$ cat config.mk
export PLATFORM = sky130hd
export DESIGN_NAME = adder_arbiter
export DESIGN_NICKNAME = d
export VERILOG_FILES = /design/src/rtl/adder_arbiter.sv
export SDC_FILE = /design/constraint.sdc
export NUM_CORES = 1
export LEC_CHECK = 0
export BUFFER_PORTS_ARGS = -buffer_cell sky130_fd_sc_hd__buf_2
export CAP_MARGIN = 20
export CORE_ASPECT_RATIO = 0.6
export CORE_UTILIZATION = 35
export DETAILED_ROUTE_END_ITERATION = 8
export GPL_TIMING_DRIVEN = 0
export PLACE_DENSITY = 0.66
export RECOVER_POWER = 100
export SYNTH_ARGS = -nofsm -noshare
export SYNTH_HDL_FRONTEND = slang
export SYNTH_SLANG_ARGS = --single-unit
$ cat constraint.sdc
create_clock -name CLK -period 1.65 [get_ports CLK]
set_clock_uncertainty 0.2 [all_clocks]
set_input_delay 0.165 -clock CLK [delete_from_list [all_inputs] [get_ports CLK]]
set_output_delay 0.165 -clock CLK [all_outputs]
set_load 0.01 [all_outputs]
$ cat src/rtl/adder_arbiter.sv
// Round-robin arbiter granting three requesters access to one shared external adder.
// Each operation takes one IDLE cycle to grant and one EXEC cycle to capture the sum.
module adder_arbiter #(
  parameter int WIDTH = 16
) (
  input  logic             CLK,
  input  logic             RST_N,
  input  logic [2:0]       REQ,
  input  logic [WIDTH-1:0] A0,
  input  logic [WIDTH-1:0] B0,
  input  logic [WIDTH-1:0] A1,
  input  logic [WIDTH-1:0] B1,
  input  logic [WIDTH-1:0] A2,
  input  logic [WIDTH-1:0] B2,
  output logic [WIDTH-1:0] ADD_A,
  output logic [WIDTH-1:0] ADD_B,
  input  logic [WIDTH-1:0] ADD_R,
  output logic [2:0]       GNT,
  output logic [WIDTH-1:0] R,
  output logic [2:0]       DONE,
  output logic             BUSY
);

  typedef enum logic {IDLE, EXEC} state_t;

  state_t           state;
  logic [1:0]       ptr;      // index of the highest-priority requester
  logic [2:0]       elig;
  logic [2:0]       win;
  logic [WIDTH-1:0] win_a;
  logic [WIDTH-1:0] win_b;

  // A requester whose DONE is pulsing still has a stale REQ up; keep it out.
  assign elig = REQ & ~DONE;

  always_comb begin
    // NOTE: every combinational output gets a default first so no path infers a latch.
    win = 3'b000;
    unique case (ptr)
      2'd0: begin
        if      (elig[0]) win = 3'b001;
        else if (elig[1]) win = 3'b010;
        else if (elig[2]) win = 3'b100;
      end
      2'd1: begin
        if      (elig[1]) win = 3'b010;
        else if (elig[2]) win = 3'b100;
        else if (elig[0]) win = 3'b001;
      end
      default: begin
        if      (elig[2]) win = 3'b100;
        else if (elig[0]) win = 3'b001;
        else if (elig[1]) win = 3'b010;
      end
    endcase
  end

  always_comb begin
    win_a = '0;
    win_b = '0;
    if (win[0]) begin
      win_a = A0;
      win_b = B0;
    end else if (win[1]) begin
      win_a = A1;
      win_b = B1;
    end else if (win[2]) begin
      win_a = A2;
      win_b = B2;
    end
  end

  // NOTE: sequential state uses non-blocking assignments so every register sees pre-edge values.
  always_ff @(posedge CLK) begin
    if (!RST_N) begin
      state <= IDLE;
      ptr   <= 2'd0;
      GNT   <= 3'b000;
      DONE  <= 3'b000;
      BUSY  <= 1'b0;
      R     <= '0;
      ADD_A <= '0;
      ADD_B <= '0;
    end else begin
      unique case (state)
        IDLE: begin
          DONE <= 3'b000;
          if (|win) begin
            ADD_A <= win_a;
            ADD_B <= win_b;
            GNT   <= win;
            BUSY  <= 1'b1;
            state <= EXEC;
          end
        end
        EXEC: begin
          R     <= ADD_R;
          DONE  <= GNT;
          GNT   <= 3'b000;
          BUSY  <= 1'b0;
          state <= IDLE;
          unique case (GNT)
            3'b001:  ptr <= 2'd1;
            3'b010:  ptr <= 2'd2;
            default: ptr <= 2'd0;
          endcase
        end
        default: state <= IDLE;
      endcase
    end
  end

endmodule

==> results.tsv, run 1 <==
stage	metric	value	unit
sta	rsz0062_at_grt	yes	
yosys	synthCells	323	
place	globalplace.congestion	0.787	
yosys	syn-mean-instance-area	9.63	um2
power	powerDensity	872	mW/mm2
yosys	synth_cell_type_count	26	
power	ir_worst_vdd	0.000504	V
yosys	synthMuxAreaShare	15.4	%
yosys	synth_simple_gate_area_share	19.1	%
power	sw_frac_of_total	28.7	%
floorplan	io_pins	172	
sta	final.setup.tns	-4.30	ns
floorplan	die_w	124	um
critical_path	cp.required	1.72	ns
outcome	violations	negative setup slack	
clock_tree	clk_latency	0.32	ns
sta	relSlewSlack	75.9	%
global_routing	grt_pass1_wl	15900	um
place	port_buffers	171	
route	wl_per_cell	16.2	um
floorplan	dieHeight	75.0	um
yosys	yosysWarnings	0	
floorplan	dieArea	0.00928	mm2
sta	setup_viol	34	
sta	final_max_slew_viol_count	0	
sta	fin_hold_ws	0.0166	ns
critical_path	start_kind	flip-flop	
global_routing	overflow	0	
critical_path	crit_fanout	10	
critical_path	crit_chain	or3b_4 -> a31oi_4 -> buf_6 -> or2_4 -> a32o_1	
global_routing	grt_max_degree	11	
critical_path	crit_path_max_incr_delay	0.42	ns
clock_tree	numCtsBuffers	9	
yosys	yosys.area.top_type	dfxtp_1	
yosys	synth_top_family_by_area	compound AO/OA/AOI/OAI gates	
clock_tree	cts.clk_slew.worst_paths	0.05	ns
critical_path	cp-end-kind	flip-flop	
yosys	ys_seq_area_share	37.3	%
clock_tree	htree_num_levels	3	
power	p_clk_share	38.3	%
power	pwr-share-comb	25.8	%
sta	fin_crit_sh	110	%
outcome	status	complete, but fails checks	
finish	fin_util	59.6	%
run	maxCapViolCount	0	
clock_tree	clockRootBuffer	clkbuf_16	
critical_path	worstSetupPathType	reg -> reg	
place	place_ws	-0.307	ns
clock_tree	clk_path_buf_depth	2	
sta	tightest_slew	0.361	ns
power	switchingPower	1280	uW
place	dp_cells	606	
power	power_leakage	0.00225	uW
yosys	synth_compound_area_share	22.2	%
sta	fin_crit	1.81	ns
sta	finalHoldViolCount	0	
yosys	synth_adder_area_share	0	%
clock_tree	cts.sinks	58	
sta	setup_ws	-0.159	ns
finish	stdcell_count	676	
floorplan	initial_core_util	36.4	%
finish	area_growth	63.9	%
route	num_vias	3496	
global_routing	grt.total_usage	23.1	%
route	wl	10900	um
power	seq_power_share	35.9	%
floorplan	core	0.00856	mm2
route	dr.pass1.iters	4	
worst_hold_path	min_path_type	in -> reg	
route	viasPerCell	5.17	
finish	antenna_cells	0	
route	post-route-drc-count	0	
yosys	synth_xor_area_share	0	%
yosys	synth_top_area_share	37.3	%
place	hpwl	7630	um
yosys	ys_ff_latch	58	
yosys	synth_nets	440	
sta	clock.fmax	0.553	GHz
route	ant_nets	0	
global_routing	antenna_found_initial	0	
critical_path	cpMaxStageDelayCell	or3b_4	
floorplan	rows	26	
finish	num-nets-final	676	
yosys	synth_area	0.00311	mm2
clock_tree	tritoncts	built	
global_routing	grt_pass1_vias	3224	
route	drt_iter0_drc	120	
power	p_int	3170	uW
yosys	synthTopCellsByArea	dfxtp_1, mux2i_1, a32o_1	
finish	drive_gt1_share	38.5	%
critical_path	critPathArrivalTime	1.88	ns
synth_stat cells:
library cell and number:
or2_1 20, nor2b_1 21, nor3b_1 1, nand3_1 2
buf_2 12, o211ai_1 1, nand2_1 33, o22a_1 1
o21a_1 3, o221ai_1 33, nor4bb_1 2, mux2i_1 48
nand2b_1 5, nor3_2 1, inv_1 1, or3b_4 1
a21oi_1 4, a32o_1 32, and3_1 3, dfxtp_1 58
or2_2 12, clkbuf_1 18, nor4b_4 1, buf_4 7
nor2_1 2, a31oi_4 1
cells in the final DEF, fill, tap and decap left out, types with 2 or more instances in the layout:
cell type	synthesis	layout
a21oi_1	4	4
a32o_1	32	32
and3_1	3	3
buf_2	12	134
buf_4	7	7
buf_6	0	9
buf_8	0	4
clkbuf_1	18	47
clkbuf_16	0	10
clkbuf_2	0	10
clkbuf_4	0	3
clkinv_2	0	3
clkinvlp_4	0	2
dfxtp_1	58	53
dfxtp_2	0	3
dfxtp_4	0	2
dlygate4sd3_1	0	48
mux2i_1	48	47
nand2_1	33	33
nand2b_1	5	5
nand3_1	2	2
nor2_4	0	2
nor2b_1	21	19
nor2b_4	0	2
nor4bb_1	2	2
o21a_1	3	2
o221ai_1	33	27
o221ai_2	0	6
or2_1	20	20
or2_2	12	2
or2_4	0	10
registers in the layout (all words and copies together) (netlist names):
signal	flops
DONE	3
GNT	3
ptr	2
state	1
ADD_A	16
BUSY	1
R	16
ADD_B	16
cell families (layout without fill, tap and decap cells):
family,count (synthesis),count (layout)
AO/OA/AOI/OAI,75,75
buffers and inverters,38,279
flip-flops,58,58
multiplexers,48,48
AND/OR/NAND/NOR,104,104
routing by layer:
metal  up-vias  track usage (%)  routed length (um)
li1       1699                -                   -
met1      1661             30.2                5000
met2       132             37.2                5100
met3         4             5.76                 760
met4         0             8.30                  53
met5         -                0                   0
power by group through the flow:
stage | registers [uW] | logic (uW) | clock network (uW)
after floorplan | 1670 | 541 | 0
after global placement | 1620 | 976 | 0
after detailed placement | 1620 | 992 | 0
after CTS | 1590 | 1120 | 1750
after global routing | 1610 | 1250 | 1810
final | 1600 | 1150 | 1700
path summary, 6_finish.rpt:
| kind | start | endpoint | slack (ns) | cells past startpoint |
|---|---|---|---|---|
| max | ptr[1]$_SDFFE_PN0P_ | ADD_B[14]$_SDFFE_PN0P_ | -0.16 | 5 |
| min | B0[14] | ADD_B[14]$_SDFFE_PN0P_ | 0.02 | 3 |
| max reg2reg | ptr[1]$_SDFFE_PN0P_ | ADD_B[14]$_SDFFE_PN0P_ | -0.16 | 5 |
| min reg2reg | ADD_B[15]$_SDFFE_PN0P_ | ADD_B[15]$_SDFFE_PN0P_ | 0.26 | 1 |
area by class of cell:
class	instances	area, um2
Fill cell	792	3460
Buffer	37	287
Inverter	1	3.75
Clock inverter	5	30.0
Timing Repair Buffer	225	1350
Clock buffer	11	243
Sequential cell	58	1170
Tap cell	112	140
Multi-Input combinational cell	227	1870
through the flow:
step	total power [uW]	cell area, um2
after global placement	2590	4160
after global routing	4670	5100
after detailed placement	2610	4160
after CTS	4460	5010
after floorplan	2210	3170
final	4450	5100
worst max-delay path: cells and delay by family (launching register included):
kind | cells | cell delay (ns)
and+or+nand+nor | 2 | 0.54
AOI/OAI and AO/OA | 2 | 0.45
DFF | 1 | 0.36
buffers and inverters | 1 | 0.20
timing repair:
action                                  in CTS  in global routing
setup buffers                                4                  1
endpoints found under the setup margin      43                 36
hold buffers                                48                  0
pin swaps                                    5                  4
hold endpoints to repair                    48                  0
cloned                                       0                  1
resized for setup                           27                 31
(Power assumes the default switching activity.)
==> run 2, diff against run 1 <==
- ABC_AREA: default -> 1
- HOLD_SLACK_MARGIN: default -> 0.06
- PLACE_DENSITY: 0.66 -> 0.68
==> run 2 against run 1 <==
The run ends with negative hold slack, negative setup slack left. Die area decreased by 8.3%. Final area up 11%. Power grew 12%. Highest routed layer unchanged.
==> results.tsv, run 2 <==
stage	metric	value	unit
global_routing	grtUsageMet3	8.12	%
sta	setup_ws	-0.0396	ns
global_routing	grt_pass1_vias	3728	
power	p_int	3540	uW
yosys	synthTopCellsByArea	dfxtp_1, nand2_1, nand3_1	
global_routing	grt.total_usage	26.0	%
clock_tree	numCtsBuffers	9	
place	hpwl	6850	um
power	seq_power_share	32.8	%
outcome	violations	negative hold slack, negative setup slack	
route	post-route-drc-count	0	
finish	area_growth	99.3	%
yosys	synth_top_area_share	40.8	%
yosys	ys_seq_area_share	40.8	%
power	ir_worst_vdd	0.000514	V
global_routing	met2_usage	45.2	%
floorplan	dieHeight	71.8	um
global_routing	grt.busiest_layer	met2	
global_routing	grt_pass1_wl	17400	um
floorplan	io_pins	172	
floorplan	core	0.00788	mm2
yosys	async_reset_ff_share	0	%
place	globalplace.congestion	0.745	
sta	fin_crit_sh	102	%
place	port_buffers	170	
sta	clock.fmax	0.592	GHz
sta	fin_crit	1.69	ns
critical_path	crit_fanout	6	
floorplan	initial_core_util	36.1	%
finish	num-nets-final	860	
clock_tree	clockRootBuffer	clkbuf_16	
yosys	yosys-top-cells-count	nand2_1, nor2_1, nand3_1, dfxtp_1, inv_1	
global_routing	antenna_found_initial	0	
yosys	syn-mean-instance-area	6.48	um2
clock_tree	clk_path_buf_depth	2	
global_routing	grt.met1_usage	30.9	%
sta	tightest_slew	0.501	ns
power	switchingPower	1430	uW
yosys	synthCells	439	
yosys	synth_edf_count	0	
finish	layout_common_cells	buf_2, nand2_1, dlygate4sd3_1, nor2_1, dfxtp_1	
sta	fin_hold_ws	-0.0566	ns
route	ant_nets	0	
critical_path	cp.required	1.71	ns
sta	relSlewSlack	66.5	%
place	place_ws	-0.150	ns
clock_tree	clk_latency	0.32	ns
floorplan	dieArea	0.00851	mm2
clock_tree	cts.clk_slew.worst_paths	0.05	ns
finish	drive_gt1_share	36.0	%
finish	antenna_cells	0	
clock_tree	cts.sinks	58	
global_routing	overflow	0	
worst_hold_path	min_path_type	in -> reg	
yosys	synth_nets	556	
route	wl_per_cell	14.6	um
critical_path	cp-end-kind	flip-flop	
run	maxCapViolCount	0	
finish	largestRegisters	ADD_A (16), ADD_B (16), R (16)	
yosys	synth_cell_type_count	21	
critical_path	r2r_setup_slack	-0.04	ns
yosys	ys_ff_latch	58	
yosys	synth_ff_type	dfxtp_1	
route	dr.pass1.iters	5	
floorplan	rows	25	
yosys	yosysWarnings	0	
route	wl	12500	um
critical_path	worstSetupPathType	reg -> reg	
critical_path	r2r_start	DONE[0]$_SDFF_PN0_	
critical_path	critPathArrivalTime	1.75	ns
sta	final_max_slew_viol_count	0	
power	power	4970	uW
clock_tree	cts_hold_buf	104	
critical_path	crit_start	DONE[0]$_SDFF_PN0_	
floorplan	die_w	118	um
yosys	yosysMostFrequentCell	nand2_1	
yosys	yosys.area.top_type	dfxtp_1	
route	viasPerCell	4.76	
clock_tree	tritoncts	built	
sta	finalHoldViolCount	2	
power	sw_frac_of_total	28.8	%
sta	setup_viol	19	
power	pwr-share-comb	29.7	%
yosys	synth_area	0.00285	mm2
clock_tree	htree_num_levels	3	
outcome	status	complete, but fails checks	
power	power_leakage	0.00292	uW
worst_hold_path	hold_start	RST_N	
power	powerDensity	877	mW/mm2
critical_path	start_kind	flip-flop	
global_routing	grt_max_degree	11	
sta	rsz0062_at_grt	yes	
route	drt_iter0_drc	266	
finish	layout_commonest_cell	buf_2	
power	p_clk_share	37.5	%
route	num_vias	4076	
run 2: changes by cell type in the layout (fill, tap and decap cells not counted), sizes merged, moves of 32 or more:
cell	delta
a32o	-32
buf	+46
clkbuf	-43
dlygate4sd3	+56
inv	+47
mux2i	-48
nand2	+109
nand3	+64
nor2	+74
o221ai	-33
or2	-32
run 2: power by group through the flow:
stage	clock network [uW]	registers, uW	logic [uW]
6_report	1870	1630	1480
2_1_floorplan	0	1720	530
5_1_grt	1970	1640	1600
3_5_place_dp	0	1650	1010
3_3_place_gp	0	1640	990
4_1_cts	1900	1630	1250
run 2: stage by stage:
stage	std cells	TNS, ns	hold WS, ns	util, %	instance area (um2)
5_1_grt	856	-2.86	-0.0504	71.9	5670
4_1_cts	845	-0.208	-0.0572	67.3	5300
2_1_floorplan	439	0	0.104	-	2850
3_5_place_dp	717	-3.59	0.194	48.6	3830
3_3_place_gp	717	-3.34	0.189	48.6	3830
6_report	856	-0.260	-0.0566	71.9	5670
run 2: layout make-up:
| class | instances | area (um2) |
|---|---|---|
| tap | 108 | 135 |
| buffer | 24 | 225 |
| multi-input combinational | 308 | 1560 |
| clock buffer | 14 | 264 |
| timing repair buffer | 294 | 2110 |
| clock inverter | 2 | 35.0 |
| fill | 606 | 2210 |
| sequential | 58 | 1160 |
| inverter | 48 | 183 |
run 2: final timing paths:
kind                             to  cells past startpoint
max          ADD_A[10]$_SDFFE_PN0P_                     11
min reg2reg       R[1]$_SDFFE_PN0P_                      1
min           ADD_B[1]$_SDFFE_PN0P_                      3
max reg2reg  ADD_A[10]$_SDFFE_PN0P_                     11
run 2: critical path: stages, from the launching register on:
cell and delay, ns:
dfxtp_2 0.33, inv_2 0.04, nand2_4 0.09, nor2_4 0.06, buf_6 0.11, nor2_4 0.18, buf_12 0.16, buf_8 0.12
nand3_1 0.09, nand3_1 0.10, nor2_1 0.04, nor2_1 0.10
run 2: cell families after synthesis:
kind of cell    count (synthesis)  synth area share (%)
compound gates                 22                  6.20
buf+inv                        73                  11.3
flops                          58                  40.8
simple gates                  286                  41.6
run 2: metal layers:
metal	part of all wire, %	vias to the layer above
met4	1.6	0
met2	48	201
met3	7.4	25
met1	43	1875
li1	-	1975
met5	0	-
run 2: timing repair:
item | in CTS | in global routing
pin swaps | 3 | 51
setup endpoints to repair | 36 | 45
cloned | 0 | 6
setup buffers | 8 | 6
resized for setup | 23 | 64
endpoints found under the hold margin | 49 | 2
